--- src/rtl/decoder_3x8_pulse_if.sv ---
// Command and strobe bundle for decoder_3x8_pulse.
// The slave side is the decoder; the master side is the command source / strobe consumer.
interface decoder_3x8_pulse_if #(
    parameter int LEN_W = 4,
    parameter int DEPTH = 4
);
    localparam int LVL_W = $clog2(DEPTH) + 1;

    logic             in_valid;
    logic             in_ready;
    logic [2:0]       in_code;
    logic [LEN_W-1:0] in_len;
    logic             en;
    logic [7:0]       out;
    logic             done;
    logic             busy;
    logic [LVL_W-1:0] level;

    modport master (
        output in_valid, in_code, in_len, en,
        input  in_ready, out, done, busy, level
    );

    modport slave (
        input  in_valid, in_code, in_len, en,
        output in_ready, out, done, busy, level
    );
endinterface

--- src/rtl/decoder_3x8_pulse.sv ---
// Queued 3-to-8 decoder: each command drives one strobe line for a programmed
// number of cycles, followed by a fixed all-zero gap before the next command.
module decoder_3x8_pulse #(
    parameter int LEN_W = 4,
    parameter int DEPTH = 4,
    parameter int GAP   = 1
) (
    input  logic               clk,
    input  logic               rst_n,
    decoder_3x8_pulse_if.slave bus
);
    localparam int PTR_W = $clog2(DEPTH);
    localparam int LVL_W = PTR_W + 1;
    localparam int GAP_W = (GAP < 2) ? 1 : $clog2(GAP + 1);
    localparam int ENT_W = 3 + LEN_W;

    typedef enum logic [1:0] {
        ST_IDLE,
        ST_ACTIVE,
        ST_GAP
    } state_t;

    logic [ENT_W-1:0] r_mem [DEPTH];
    logic [PTR_W-1:0] r_wr_ptr;
    logic [PTR_W-1:0] r_rd_ptr;
    logic [LVL_W-1:0] r_level;

    state_t           r_state;
    logic [LEN_W-1:0] r_cnt;
    logic [GAP_W-1:0] r_gap_cnt;
    logic [7:0]       r_out;
    logic             r_done;

    logic             w_full;
    logic             w_empty;
    logic             w_push;
    logic             w_pop;
    logic             w_boundary;
    logic [2:0]       w_head_code;
    logic [LEN_W-1:0] w_head_len;
    logic [LEN_W-1:0] w_head_len_eff;

    assign w_full  = (r_level == LVL_W'(DEPTH));
    assign w_empty = (r_level == '0);
    assign w_push  = bus.in_valid && !w_full;

    // Head entry is read combinationally so a pop edge can load the strobe directly.
    assign {w_head_code, w_head_len} = r_mem[r_rd_ptr];
    assign w_head_len_eff = (w_head_len == '0) ? LEN_W'(1) : w_head_len;

    // A new pulse may start from IDLE, or on the last cycle before IDLE would be
    // reached, so consecutive pulses are spaced by exactly GAP zero cycles.
    always_comb begin
        w_boundary = 1'b0;
        case (r_state)
            ST_IDLE:   w_boundary = 1'b1;
            ST_ACTIVE: w_boundary = (GAP == 0) && (r_cnt == LEN_W'(1));
            ST_GAP:    w_boundary = (r_gap_cnt == GAP_W'(1));
            default:   w_boundary = 1'b0;
        endcase
    end

    assign w_pop = bus.en && !w_empty && w_boundary;

    always_ff @(posedge clk) begin
        if (w_push) begin
            r_mem[r_wr_ptr] <= {bus.in_code, bus.in_len};
        end
    end

    always_ff @(posedge clk or negedge rst_n) begin
        if (!rst_n) begin
            r_wr_ptr <= '0;
            r_rd_ptr <= '0;
            r_level  <= '0;
        end else begin
            if (w_push) begin
                r_wr_ptr <= r_wr_ptr + PTR_W'(1);
            end
            if (w_pop) begin
                r_rd_ptr <= r_rd_ptr + PTR_W'(1);
            end
            case ({w_push, w_pop})
                2'b10:   r_level <= r_level + LVL_W'(1);
                2'b01:   r_level <= r_level - LVL_W'(1);
                default: r_level <= r_level;
            endcase
        end
    end

    always_ff @(posedge clk or negedge rst_n) begin
        if (!rst_n) begin
            r_state   <= ST_IDLE;
            r_cnt     <= '0;
            r_gap_cnt <= '0;
            r_out     <= '0;
            r_done    <= 1'b0;
        end else if (w_pop) begin
            r_state   <= ST_ACTIVE;
            r_out     <= 8'b1 << w_head_code;
            r_cnt     <= w_head_len_eff;
            r_done    <= (w_head_len_eff == LEN_W'(1));
            r_gap_cnt <= '0;
        end else begin
            case (r_state)
                ST_ACTIVE: begin
                    if (r_cnt == LEN_W'(1)) begin
                        r_out  <= '0;
                        r_done <= 1'b0;
                        r_cnt  <= '0;
                        if (GAP == 0) begin
                            r_state <= ST_IDLE;
                        end else begin
                            r_state   <= ST_GAP;
                            r_gap_cnt <= GAP_W'(GAP);
                        end
                    end else begin
                        r_cnt  <= r_cnt - LEN_W'(1);
                        r_done <= (r_cnt == LEN_W'(2));
                    end
                end
                ST_GAP: begin
                    if (r_gap_cnt == GAP_W'(1)) begin
                        r_state   <= ST_IDLE;
                        r_gap_cnt <= '0;
                    end else begin
                        r_gap_cnt <= r_gap_cnt - GAP_W'(1);
                    end
                end
                default: begin
                    r_out  <= '0;
                    r_done <= 1'b0;
                end
            endcase
        end
    end

    assign bus.in_ready = !w_full;
    assign bus.out      = r_out;
    assign bus.done     = r_done;
    assign bus.busy     = (r_state != ST_IDLE) || !w_empty;
    assign bus.level    = r_level;
endmodule

--- src/flat_wrapper.sv ---
// flat-port wrapper written by rule: the top's interface ports become plain ports
module decoder_3x8_pulse_flat 
#(
    parameter int LEN_W = 4,
    parameter int DEPTH = 4,
    parameter int GAP   = 1
)
  (clk, rst_n, bus_in_valid, bus_in_code, bus_in_len, bus_en, bus_in_ready, bus_out, bus_done, bus_busy, bus_level);
  decoder_3x8_pulse_if #(.LEN_W(LEN_W), .DEPTH(DEPTH)) bus_i ();
  input  logic clk;
  input  logic rst_n;
  input wire logic [$bits(bus_i.in_valid)-1:0] bus_in_valid;
  input wire logic [$bits(bus_i.in_code)-1:0] bus_in_code;
  input wire logic [$bits(bus_i.in_len)-1:0] bus_in_len;
  input wire logic [$bits(bus_i.en)-1:0] bus_en;
  output wire logic [$bits(bus_i.in_ready)-1:0] bus_in_ready;
  output wire logic [$bits(bus_i.out)-1:0] bus_out;
  output wire logic [$bits(bus_i.done)-1:0] bus_done;
  output wire logic [$bits(bus_i.busy)-1:0] bus_busy;
  output wire logic [$bits(bus_i.level)-1:0] bus_level;
  assign bus_i.in_valid = bus_in_valid;
  assign bus_i.in_code = bus_in_code;
  assign bus_i.in_len = bus_in_len;
  assign bus_i.en = bus_en;
  assign bus_in_ready = bus_i.in_ready;
  assign bus_out = bus_i.out;
  assign bus_done = bus_i.done;
  assign bus_busy = bus_i.busy;
  assign bus_level = bus_i.level;
  decoder_3x8_pulse #(.LEN_W(LEN_W), .DEPTH(DEPTH), .GAP(GAP)) u_core (.clk(clk), .rst_n(rst_n), .bus(bus_i));
endmodule
--- config.mk ---
export PLATFORM = sky130hd
export DESIGN_NAME = decoder_3x8_pulse_flat
export DESIGN_NICKNAME = d
export VERILOG_FILES = /design/src/rtl/decoder_3x8_pulse_if.sv /design/src/rtl/decoder_3x8_pulse.sv /design/src/flat_wrapper.sv
export SDC_FILE = /design/constraint.sdc
export NUM_CORES = 1
export LEC_CHECK = 0
export BUFFER_PORTS_ARGS = -buffer_cell sky130_fd_sc_hd__buf_2
export CAP_MARGIN = 20
export CORE_ASPECT_RATIO = 1.1
export CORE_MARGIN = 10
export CORE_UTILIZATION = 50
export DETAILED_ROUTE_END_ITERATION = 16
export MAX_ROUTING_LAYER = met4
export PLACE_DENSITY = 0.67
export REMOVE_ABC_BUFFERS = 1
export SYNTH_ARGS = -nofsm -noshare
export SYNTH_HDL_FRONTEND = slang
export SYNTH_SLANG_ARGS = --single-unit
--- constraint.sdc ---
create_clock -name clk -period 3 [get_ports clk]
set_clock_uncertainty 0.05 [all_clocks]
set_input_delay 0.3 -clock clk [delete_from_list [all_inputs] [get_ports clk]]
set_output_delay 0.3 -clock clk [all_outputs]
set_load 0.05 [all_outputs]
==> reports/results.ini <==
[detailed_routing]
wl_per_cell_um = 16.9
wirelength_mm = 4.09
num_vias = 1324
via_per_inst = 5.47
drtAntennaViolNets = 0
drcViolationCount = 0
drt_iter0_markers = 108
firstDrtPassIters = 4

[synthesis]
synth_largest_area_cell = edfxtp_1
synthTopCellsByArea = edfxtp_1 (37%), dfrtp_1 (25%), ha_1 (6.0%), mux4_2 (3.9%), mux4_1 (3.5%)
yosys_warnings = 0
synth-edff-count = 28
yosysSeqAreaShare_pct = 62.1
syn_area_mm2 = 0.00228
synth-seq-cells = 51
async_reset_ff_share_pct = 45.1
synth_top_area_share_pct = 36.9
synth.distinct_cells = 41
synth_flop_cell = edfxtp_1
synth.avg_cell_area_um2 = 14.4
syn_inst = 158

[grt]
overflow = 0
antenna_found_initial = 0
grt_usage_pct = 11.6
grt_pass1_wl_mm = 7.07
grt_pass1_vias = 1444
grt_start_max_net_pins = 24

[setup_path]
timing.rr.end = u_core.bus.level[2]
path_cells = inv_1, ha_1, a21o_1, nand3_1, inv_2, ha_1, inv_1, fa_1, xor2_1, nor2_1, xor2_1
critPathMaxStageDelay_ns = 0.39
worstSetupPathType = reg -> reg
cp_max_fo = 9
r2r_cells = 11
end_kind = flop
critPathRequiredTime_ns = 3.18
rrSetupSlack_ns = 0.52
cp_data_arrival_time_ns = 2.66
worst_setup_path_start_kind = flop
reg2reg_from = u_core.r_state[0]
slowest_stage = dfrtp_1

[clocking]
cts_htree_levels = 2
cts_resized = 0
cts_root_buf = clkbuf_8
cts.sinks = 51
insertion_delay_ns = 0.30
cts_setup_buffers = 0
clk_pin_slew_ns = 0.10
cts_tree = yes
clk_path_buf_depth = 2
numCtsBuffers = 5

[placed_design]
place_hpwl_mm = 3.08
gp_congestion = 0.802
pre_cts_ws_ns = 0.535
port_buffers = 24

[timing]
worstMarginPinSlew_ns = 0.531
fmax_mhz = 403
maxSlewViolCount = 0
rsz0062_at_grt = false
setup_viol = 0
finalWorstSetupSlack_ns = 0.521
totalNegativeSetupSlack_ns = 0
fin_crit_ns = 2.48
relSlewSlack_pct = 64.6
period_share_pct = 82.6
hold_viol = 0

[final_layout]
layout-drive-gt1-share_pct = 23.4
diodes = 0
mostFrequentLayoutCell = edfxtp_1
final_nets = 210
areaGrowthSynthToFinish_pct = 12.2
final_cell_mix = edfxtp_1 (28), buf_2 (24), dfrtp_1 (23), inv_1 (12), ha_1 (11)

[die]
io_pins = 25
initial_utilization_pct = 52.5
die-width_um = 84.4
row_count = 25
die-area_mm2 = 0.00767
fp.coreArea_mm2 = 0.00435
die_y_um = 90.8

[power_and_ir_drop]
leakage_nw = 1.11
vdd_ir_drop_max_v = 0.000466
p_per_area_mw_per_mm2 = 1060
power_mw = 2.71

[worst_hold_path]
min_from = bus_in_len[0]
hold-path-endpoint = u_core.r_mem[1][0]
min_path_cells = 1
hp-class = in -> reg

[flow_run]
maxCapViolCount = 0

[status]
outcome = finished, final reports clean

state kept, by name, summed over array words and instances, names as in the netlist:
name and flops:
u_core.bus.level 3, u_core.r_cnt 4, u_core.r_gap_cnt 1, u_core.bus.done 1, u_core.r_wr_ptr 2, u_core.r_rd_ptr 2, u_core.r_mem 28, u_core.bus.out 8
u_core.r_state 2
logic make-up (layout without fill, tap and decap cells):
| kind of cell | after synthesis | after routing | synth area share (%) |
|---|---|---|---|
| compound gates | 29 | 29 | 9.33 |
| xor+xnor | 6 | 6 | 2.30 |
| fa+ha+maj | 12 | 12 | 6.91 |
| buf+inv | 17 | 47 | 3.18 |
| flops | 51 | 51 | 62.1 |
| mux | 8 | 8 | 7.90 |
| simple gates | 35 | 35 | 8.28 |
report_power, final:
group          internal, mW  total (mW)  switching, mW
combinational         0.450        1.18          0.727
sequential            0.957        1.13          0.170
clock                 0.173       0.407          0.234
synthesized netlist by cell type, types with 2 or more instances:
library cell / n
a21o_1: 5
a21oi_1: 6
a31oi_1: 2
a32o_1: 2
and3_1: 4
clkbuf_1: 2
dfrtp_1: 23
edfxtp_1: 28
ha_1: 11
inv_1: 12
mux4_1: 3
mux4_2: 4
nand2_1: 8
nand2b_1: 3
nor2_1: 8
nor3_1: 3
o21ai_0: 3
o21ai_2: 2
o2bb2ai_1: 3
xnor2_1: 4
xor2_1: 2
worst max-delay path by stage:
stage / startpoint / end / slack [ns] / depth (start not counted)
6_report: u_core.r_state[0] / u_core.bus.level[2] / 0.52 / 11
5_1_grt: u_core.r_state[0] / u_core.bus.level[2] / 0.30 / 11
4_1_cts: u_core.r_state[0] / u_core.bus.level[2] / 0.50 / 11
3_5_place_dp: u_core.r_state[0] / u_core.bus.level[2] / 0.53 / 11
3_3_place_gp: u_core.r_state[0] / u_core.bus.level[2] / 0.73 / 11
2_1_floorplan: u_core.bus.level[2] / u_core.bus.level[2] / 0.37 / 9
worst max-delay path, delay by kind of cell (launching register included):
| family | cells | cell delay [ns] |
|---|---|---|
| flops | 1 | 0.39 |
| fa+ha+maj | 3 | 0.90 |
| xor+xnor | 2 | 0.33 |
| simple gates | 2 | 0.23 |
| buf+inv | 3 | 0.36 |
| compound gates | 1 | 0.15 |
per-layer routing:
layer | GRT usage [%] | vias up | routed length [um]
li1 | - | 639 | -
met1 | 12.2 | 658 | 1650
met2 | 20.3 | 23 | 2250
met3 | 2.98 | 4 | 143
met4 | 4.53 | 0 | 52
met5 | - | - | 0
area by class of cell:
class	instances	area (um^2)
clock buffers	5	68.8
clock inverters	3	28.8
fillers	352	1790
inverters	13	48.8
multi-input cells	90	792
flip-flops and latches	51	1420
well taps	54	67.6
repair buffers	26	138
what timing repair did:
item,4_1_cts,5_1_grt
endpoints found under the hold margin,23,0
setup endpoints to repair,0,0
hold buffers,1,0
per-stage QoR:
| step | utilization (%) | area [um^2] | hold WS (ns) | instances |
|---|---|---|---|---|
| after floorplan | - | 2260 | -0.0456 | 154 |
| after global placement | 56.4 | 2450 | 0.250 | 233 |
| after detailed placement | 56.4 | 2450 | 0.259 | 233 |
| after CTS | 58.9 | 2560 | 0.147 | 242 |
| after global routing | 58.9 | 2560 | 0.140 | 242 |
| final | 58.9 | 2560 | 0.159 | 242 |
Power figures use the tool's default switching activity.
